<file path="src/rtl/hdu_mc.sv">
// Multi-cycle hazard detection unit: load-use stall FSM, redirect flush, SRAM freeze.
// Optional perf counters enabled with macro HDU_PERF_CNT_EN.
module hdu_mc #(
  parameter int unsigned REG_AW       = 5,
  parameter int unsigned LOAD_USE_CYC = 1,
  parameter int unsigned FLUSH_STAGES = 3,
  parameter int unsigned CNT_W        = 32
) (
  input  logic              i_clk,
  input  logic              i_rst_n,
  input  logic              i_sram_stall,
  input  logic              i_EXMEM_pcsel,
  input  logic              i_EXMEM_is_br,
  input  logic              i_EXMEM_is_uncbr,
  input  logic              i_IDEX_rdwren,
  input  logic              i_IDEX_mem_rden,
  input  logic [REG_AW-1:0] i_IDEX_rd,
  input  logic [REG_AW-1:0] i_IFID_rs1,
  input  logic [REG_AW-1:0] i_IFID_rs2,
  input  logic              i_IFID_rs1_used,
  input  logic              i_IFID_rs2_used,
  output logic              o_pc_wren,
  output logic              o_IFID_wren,
  output logic              o_IDEX_wren,
  output logic              o_EXMEM_wren,
  output logic              o_MEMWB_wren,
  output logic              o_IFID_clear,
  output logic              o_IDEX_clear,
  output logic              o_EXMEM_clear,
  output logic [1:0]        o_state
`ifdef HDU_PERF_CNT_EN
  ,
  output logic [CNT_W-1:0]  o_cnt_lu,
  output logic [CNT_W-1:0]  o_cnt_flush,
  output logic [CNT_W-1:0]  o_cnt_frz
`endif
);

  if (LOAD_USE_CYC < 1 || LOAD_USE_CYC > 15) begin : g_bad_luc
    $error("hdu_mc: LOAD_USE_CYC must be in 1..15");
  end
  if (FLUSH_STAGES < 1 || FLUSH_STAGES > 3) begin : g_bad_flush
    $error("hdu_mc: FLUSH_STAGES must be in 1..3");
  end
  if (CNT_W < 1) begin : g_bad_cntw
    $error("hdu_mc: CNT_W must be at least 1");
  end

  typedef enum logic [1:0] {
    RUN      = 2'b00,
    LU_STALL = 2'b01,
    FROZEN   = 2'b10
  } state_t;

  state_t     state, state_nx;
  logic [3:0] cnt, cnt_nx;
  logic       redirect, lu_hit, bubble;

  assign redirect = i_EXMEM_pcsel & (i_EXMEM_is_br | i_EXMEM_is_uncbr);
  assign lu_hit   = i_IDEX_mem_rden & i_IDEX_rdwren & (i_IDEX_rd != '0) &
                    ((i_IFID_rs1_used & (i_IDEX_rd == i_IFID_rs1)) |
                     (i_IFID_rs2_used & (i_IDEX_rd == i_IFID_rs2)));

  always_ff @(posedge i_clk or negedge i_rst_n) begin
    if (!i_rst_n) begin
      state <= RUN;
      cnt   <= '0;
    end else begin
      state <= state_nx;
      cnt   <= cnt_nx;
    end
  end

  always_comb begin
    state_nx      = state;
    cnt_nx        = cnt;
    bubble        = 1'b0;
    o_pc_wren     = 1'b0;
    o_IFID_wren   = 1'b0;
    o_IDEX_wren   = 1'b0;
    o_EXMEM_wren  = 1'b0;
    o_MEMWB_wren  = 1'b0;
    o_IFID_clear  = 1'b0;
    o_IDEX_clear  = 1'b0;
    o_EXMEM_clear = 1'b0;
    o_state       = state;
    if (!i_rst_n) begin
      o_state = RUN;
    end else if (i_sram_stall) begin
      o_state = FROZEN;
    end else if (redirect) begin
      o_pc_wren     = 1'b1;
      o_IFID_wren   = 1'b1;
      o_IDEX_wren   = 1'b1;
      o_EXMEM_wren  = 1'b1;
      o_MEMWB_wren  = 1'b1;
      o_IFID_clear  = 1'b1;
      o_IDEX_clear  = (FLUSH_STAGES >= 2);
      o_EXMEM_clear = (FLUSH_STAGES >= 3);
      state_nx      = RUN;
      cnt_nx        = '0;
    end else if (state == LU_STALL || lu_hit) begin
      // In LU_STALL the stall is held off the counter alone; IDEX already carries the bubble.
      bubble       = 1'b1;
      o_IDEX_wren  = 1'b1;
      o_EXMEM_wren = 1'b1;
      o_MEMWB_wren = 1'b1;
      o_IDEX_clear = 1'b1;
      if (state == LU_STALL) begin
        if (cnt == 4'd1) begin
          state_nx = RUN;
          cnt_nx   = '0;
        end else begin
          cnt_nx = cnt - 4'd1;
        end
      end else if (LOAD_USE_CYC > 1) begin
        state_nx = LU_STALL;
        cnt_nx   = 4'(LOAD_USE_CYC - 1);
      end
    end else begin
      o_pc_wren    = 1'b1;
      o_IFID_wren  = 1'b1;
      o_IDEX_wren  = 1'b1;
      o_EXMEM_wren = 1'b1;
      o_MEMWB_wren = 1'b1;
    end
  end

`ifdef HDU_PERF_CNT_EN
  always_ff @(posedge i_clk or negedge i_rst_n) begin
    if (!i_rst_n) begin
      o_cnt_lu    <= '0;
      o_cnt_flush <= '0;
      o_cnt_frz   <= '0;
    end else begin
      if (bubble && o_cnt_lu != '1)
        o_cnt_lu <= o_cnt_lu + 1'b1;
      if (!i_sram_stall && redirect && o_cnt_flush != '1)
        o_cnt_flush <= o_cnt_flush + 1'b1;
      if (i_sram_stall && o_cnt_frz != '1)
        o_cnt_frz <= o_cnt_frz + 1'b1;
    end
  end
`else
  logic unused_bubble;
  assign unused_bubble = bubble;
`endif

endmodule

</file>
<file path="config.mk">
export PLATFORM = sky130hd
export DESIGN_NAME = hdu_mc
export DESIGN_NICKNAME = d
export VERILOG_FILES = /design/src/rtl/hdu_mc.sv
export SDC_FILE = /design/constraint.sdc
export NUM_CORES = 1
export LEC_CHECK = 0
export ABC_CLOCK_PERIOD_IN_PS = 5000
export CORE_AREA = 2 2 39 41
export DETAILED_ROUTE_END_ITERATION = 6
export DIE_AREA = 0 0 41 43
export SYNTH_ARGS = -nofsm -noshare
export SYNTH_HDL_FRONTEND = slang
export SYNTH_SLANG_ARGS = --single-unit
</file>
<file path="constraint.sdc">
create_clock -name i_clk -period 5 [get_ports i_clk]
set_input_delay 1.25 -clock i_clk [delete_from_list [all_inputs] [get_ports i_clk]]
set_output_delay 1.25 -clock i_clk [all_outputs]
set_load 0.05 [all_outputs]
</file>
# --- Word level (Yosys, flattened, before mapping) ---
# Cells that the tools add are included.
word_totals:
  ff_bits: 6
  out_inout_bits: 10
op_classes:
  n_eq_ne: 4
  n_addsub: 1
  reduce_logical: 7
  n_mux: 23
  n_bitwise: 9
op_table:
  columns: ["cell", "n"]
  rows:
  - ["$mux 4", 4]
  - ["$mux 1", 13]
  - ["$mux 2", 6]
  - ["$eq 5x5->1", 2]
  - ["$and 1x1->1", 6]
  - ["$reduce_bool 2->1", 3]
  - ["$reduce_and 5->1", 1]
  - ["$reduce_bool 5->1", 1]
  - ["$eq 4x1->1 const B", 1]
  - ["$reduce_and 4->1", 1]
  - ["$sub 4x1->4 const B", 1]
  - ["$eq 2x1->1 const B", 1]
  - ["$or 1x1->1", 2]
  - ["$logic_or 1x1->1", 1]
  - ["$not 1->1", 1]

# --- Logic depth before layout (Yosys ltp) ---
depth:
  ltp_word: 9
  mapped_depth: 5

# --- Worst setup path after synthesis ---
# OpenSTA, ideal clock, no wires.
synth_path:
  kind: "input port to output port"
  from: "in i_EXMEM_is_uncbr"
  to: "out o_IDEX_clear"
  setup_slack_ns: 0.570
  arrival_time_ns: 3.180
  required_ns: 3.750
  stages: 3
  cell_sequence: "o21ai_0 > nor3b_1 > o21bai_1"
synth_between:
  elab_chain_cells: 5
synth_rtl:
  columns: ["element", "line", "source"]
  rows:
  - ["from (decl)", "14", "input logic i_EXMEM_is_uncbr,"]
  - ["$or 1x1->1", "59", "assign redirect = i_EXMEM_pcsel & (i_EXMEM_is_br | i_EXMEM_is_uncbr);"]
  - ["$and 1x1->1", "59", null]
  - ["$mux 1", "91", "end else if (redirect) begin"]
  - ["$mux 1", "89", "end else if (i_sram_stall) begin"]
  - ["$mux 1", "87", "if (!i_rst_n) begin"]
  - ["to (decl)", "28", "output logic o_IDEX_clear,"]
# No other way between the ends.

# --- Worst setup path in the final report ---
layout_path:
  from: "in i_IDEX_rd[3]"
  to: "out o_IFID_wren"
layout_between:
  elab_chain_cells: 9
  elab_cells_between_ends: 13
layout_rtl:
  columns: ["element", "line", "source"]
  rows:
  - ["from (decl)", "17", "input logic [REG_AW-1:0] i_IDEX_rd,"]
  - ["$eq 5x5->1 (on tied branches)", "61, 62", null]
  - ["$and 1x1->1 (on tied branches)", "61, 62", null]
  - ["$or 1x1->1", "61", "((i_IFID_rs1_used & (i_IDEX_rd == i_IFID_rs1)) |"]
  - ["$and 1x1->1 *", "60", "assign lu_hit = i_IDEX_mem_rden & i_IDEX_rdwren & (i_IDEX_rd != '0) &"]
  - ["$logic_or 1x1->1 *", "102", "end else if (state == LU_STALL || lu_hit) begin"]
  - ["$mux 1 *", "102", null]
  - ["$mux 1 *", "91", null]
  - ["$mux 1 *", "89", null]
  - ["$mux 1 *", "87", null]
  - ["to (decl)", "23", "output logic o_IFID_wren,"]
# Every way passes the cells marked *; elsewhere a longest branch is shown, timed or not.

==> metrics.cfg <==
[power]
power_frac_clock_pct = 0
cellLeakagePower_nw = 0.187
internal_power_uw = 27.8
share_comb_of_total_power_pct = 100.0
power_density_nw_per_um2 = 97.7
switch_pwr_uw = 25.1
power.ir.vdd_worst_mv = 0.0307
seq_power_share_pct = 0
power.switching_fraction_pct = 47.4

[outcome]
outcome = completed

[timing]
fin_crit_sh_pct = 92.6
holdWs_ns = 3.75
finalSetupViolCount = 0
grt_setup_unrepaired = no
drv_slew = 0
worst_pin_slew_ns = 0.500
timing.fmax_mhz = 216
report.final.hold_viol_count = 0
totalNegativeSetupSlack_ns = 0
fin_crit_ns = 4.63
worst_slew_margin_rel_pct = 66.6

[routing]
drt_pass1_iterations = 1
initialDrtViolationCount = 0
via_density_per_instance = 4.00
final_antenna_net_count = 0
avgRoutedWirePerCell_um = 9.24
wirelength_um = 684
detail_route.drc_violations = 0
detailroute.via_count = 296

[grt]
first_global_vias = 252
global_route_overflow = 0
antenna_found_initial = 0
pin_count_of_the_biggest_net_entering_global_routing = 6
grt_first_pass_wirelength_mm = 1.06
grt.total_usage_pct = 7.99

[final_layout]
fillers = 146
final_layout_size_suffix_gt1_share_pct = 1.72
area_growth_pct = 137
final_cell_count_no_fill = 74
area.sequential_um2 = 0
layout.sequential_cells = 0
antenna-diode-count = 0
fin_util_pct = 39.2
nets = 85
num-clock-buffers = 0

[place]
place_inst = 74
place.detailed.hpwl_um = 631
routabilityCongestion = 0.572
portBuffers = 33

[worst_setup_path]
cp_slowest_cell = sky130_fd_sc_hd__clkdlybuf4s50_1
critical_path.max_stage_delay_ns = 0.70
path_class = in -> out
critical_path_peak_fanout = 3
worstPathArrival_ns = 3.38
required_ns = 3.75
setup.worst_path.start_class = input port
ordered_list_of_cells_on_the_worst_path = clkdlybuf4s50_1, xor2_1, nor4_2, a32oi_1, o31a_1, clkdlybuf4s50_1
critical_path.top_delay_family = buffers and inverters
type_of_destination_of_the_critical_path = output pin
critical_path_buf_inv_count = 2
path_common_cell = sky130_fd_sc_hd__clkdlybuf4s50_1

[synthesis]
synth.yosys.warnings = 0
synth_most_common_cell = sky130_fd_sc_hd__xor2_1
leading_cell_types_by_total_area_after_synthesis = sky130_fd_sc_hd__xor2_1 (31%), sky130_fd_sc_hd__buf_4 (16%), sky130_fd_sc_hd__xnor2_1 (7.7%)
synth_top_area_share_pct = 30.6
cell_count_after_synthesis = 30
synth.yosys.seq_area_share_pct = 0
avgSynthCellArea_um2 = 7.63
synth_top_cells_by_count = sky130_fd_sc_hd__xor2_1 (8), sky130_fd_sc_hd__buf_4 (5), sky130_fd_sc_hd__xnor2_1 (2)
synth_cell_type_count = 18
post_syn_nets = 55
mappedNetlistArea_um2 = 229
synth_top_cell_by_area = sky130_fd_sc_hd__xor2_1

[hold_path]
min_to = o_state[1]
worst_hold_path.num_cells = 3
worst_hold_startpoint = i_rst_n
holdCritPathClass = in -> out

[floorplan]
core_region_area_um2 = 1380
floorplan.die_area_um2 = 1760
die-width_um = 41
die_h_um = 43
floorplan.initialDensity_pct = 16.5
number_of_placement_rows = 14
ios = 35

[clocking]
post_cts_resized = 0
hold_bufs_inserted_after_cts = 0
post_cts_setup_buffer_count = 0

[run]
max_cap_violations = 0

==> worst max-delay path by stage <==
| stage | start | endpoint | slack (ns) | cells past startpoint |
|---|---|---|---|---|
| finish | i_IDEX_rd[3] | o_IFID_wren | 0.37 | 6 |
| global route | i_IDEX_rd[3] | o_IFID_wren | 0.24 | 6 |
| CTS | i_IDEX_rd[3] | o_IFID_wren | 0.33 | 6 |
| detailed placement | i_IDEX_rd[3] | o_IFID_wren | 0.33 | 6 |
| global placement | i_IDEX_rd[3] | o_IFID_wren | 0.32 | 6 |
| floorplan | i_EXMEM_is_uncbr | o_IDEX_clear | 0.57 | 3 |
==> per-layer routing <==
layer	up-vias	wire, µm	global-route usage, %
met3	0	116	2.09
met1	121	233	8.54
met2	17	334	15.3
met5	-	0	0
li1	158	-	-
met4	0	0	0
==> cell usage in the layout, fill, tap and decap left out <==
| master | count |
|---|---|
| sky130_fd_sc_hd__and2_1 | 1 |
| sky130_fd_sc_hd__nor3b_1 | 1 |
| sky130_fd_sc_hd__o21ai_0 | 1 |
| sky130_fd_sc_hd__clkdlybuf4s50_1 | 33 |
| sky130_fd_sc_hd__o21bai_1 | 1 |
| sky130_fd_sc_hd__o31a_1 | 1 |
| sky130_fd_sc_hd__xor2_1 | 8 |
| sky130_fd_sc_hd__and2_0 | 1 |
| sky130_fd_sc_hd__a32oi_1 | 1 |
| sky130_fd_sc_hd__nor4_1 | 1 |
| sky130_fd_sc_hd__or4_1 | 1 |
| sky130_fd_sc_hd__conb_1 | 1 |
| sky130_fd_sc_hd__o2111ai_1 | 1 |
| sky130_fd_sc_hd__nor2_1 | 1 |
| sky130_fd_sc_hd__nand3_1 | 1 |
| sky130_fd_sc_hd__nor4_2 | 1 |
| sky130_fd_sc_hd__xnor2_1 | 2 |
| sky130_fd_sc_hd__nor2b_1 | 1 |
==> power by group through the flow <==
stage	combinational [mW]	sequential, mW	clock [mW]
finish	0.0529	0	0
global route	0.0563	0	0
CTS	0.0535	0	0
detailed placement	0.0533	0	0
global placement	0.0535	0	0
floorplan	0.0272	0	0
==> stage by stage <==
stage,instance area (µm²),worst slack (ns),total power [mW]
after global placement,542,0.317,0.0535
after global routing,542,0.237,0.0563
after CTS,542,0.327,0.0535
after floorplan,229,0.570,0.0272
after detailed placement,542,0.329,0.0533
final,542,0.368,0.0529
==> final cells by class <==
cell class                      instances  area (µm²)  share of cell area, %
Timing Repair Buffer                   33         330                   61.0
Multi-Input combinational cell         25         191                   35.3
Tap cell                               16        20.0                   3.70
==> logic make-up (layout without fill, tap and decap cells) <==
kind of cell              after synthesis  after routing  synth area share, %
buffers and inverters                   5             33                 16.4
xor gates and xnor gates               10             10                 38.3
and+or+nand+nor                         9              9                 26.8
other                                   1              1                 1.64
AOI/OAI and AO/OA                       5              5                 16.9
==> tightest hold or removal path: stages <==
cell and delay [ns]:
sky130_fd_sc_hd__clkdlybuf4s50_1 0.42, sky130_fd_sc_hd__and2_1 0.14, sky130_fd_sc_hd__clkdlybuf4s50_1 0.69
No activity file was read; power rests on OpenSTA's default activity.
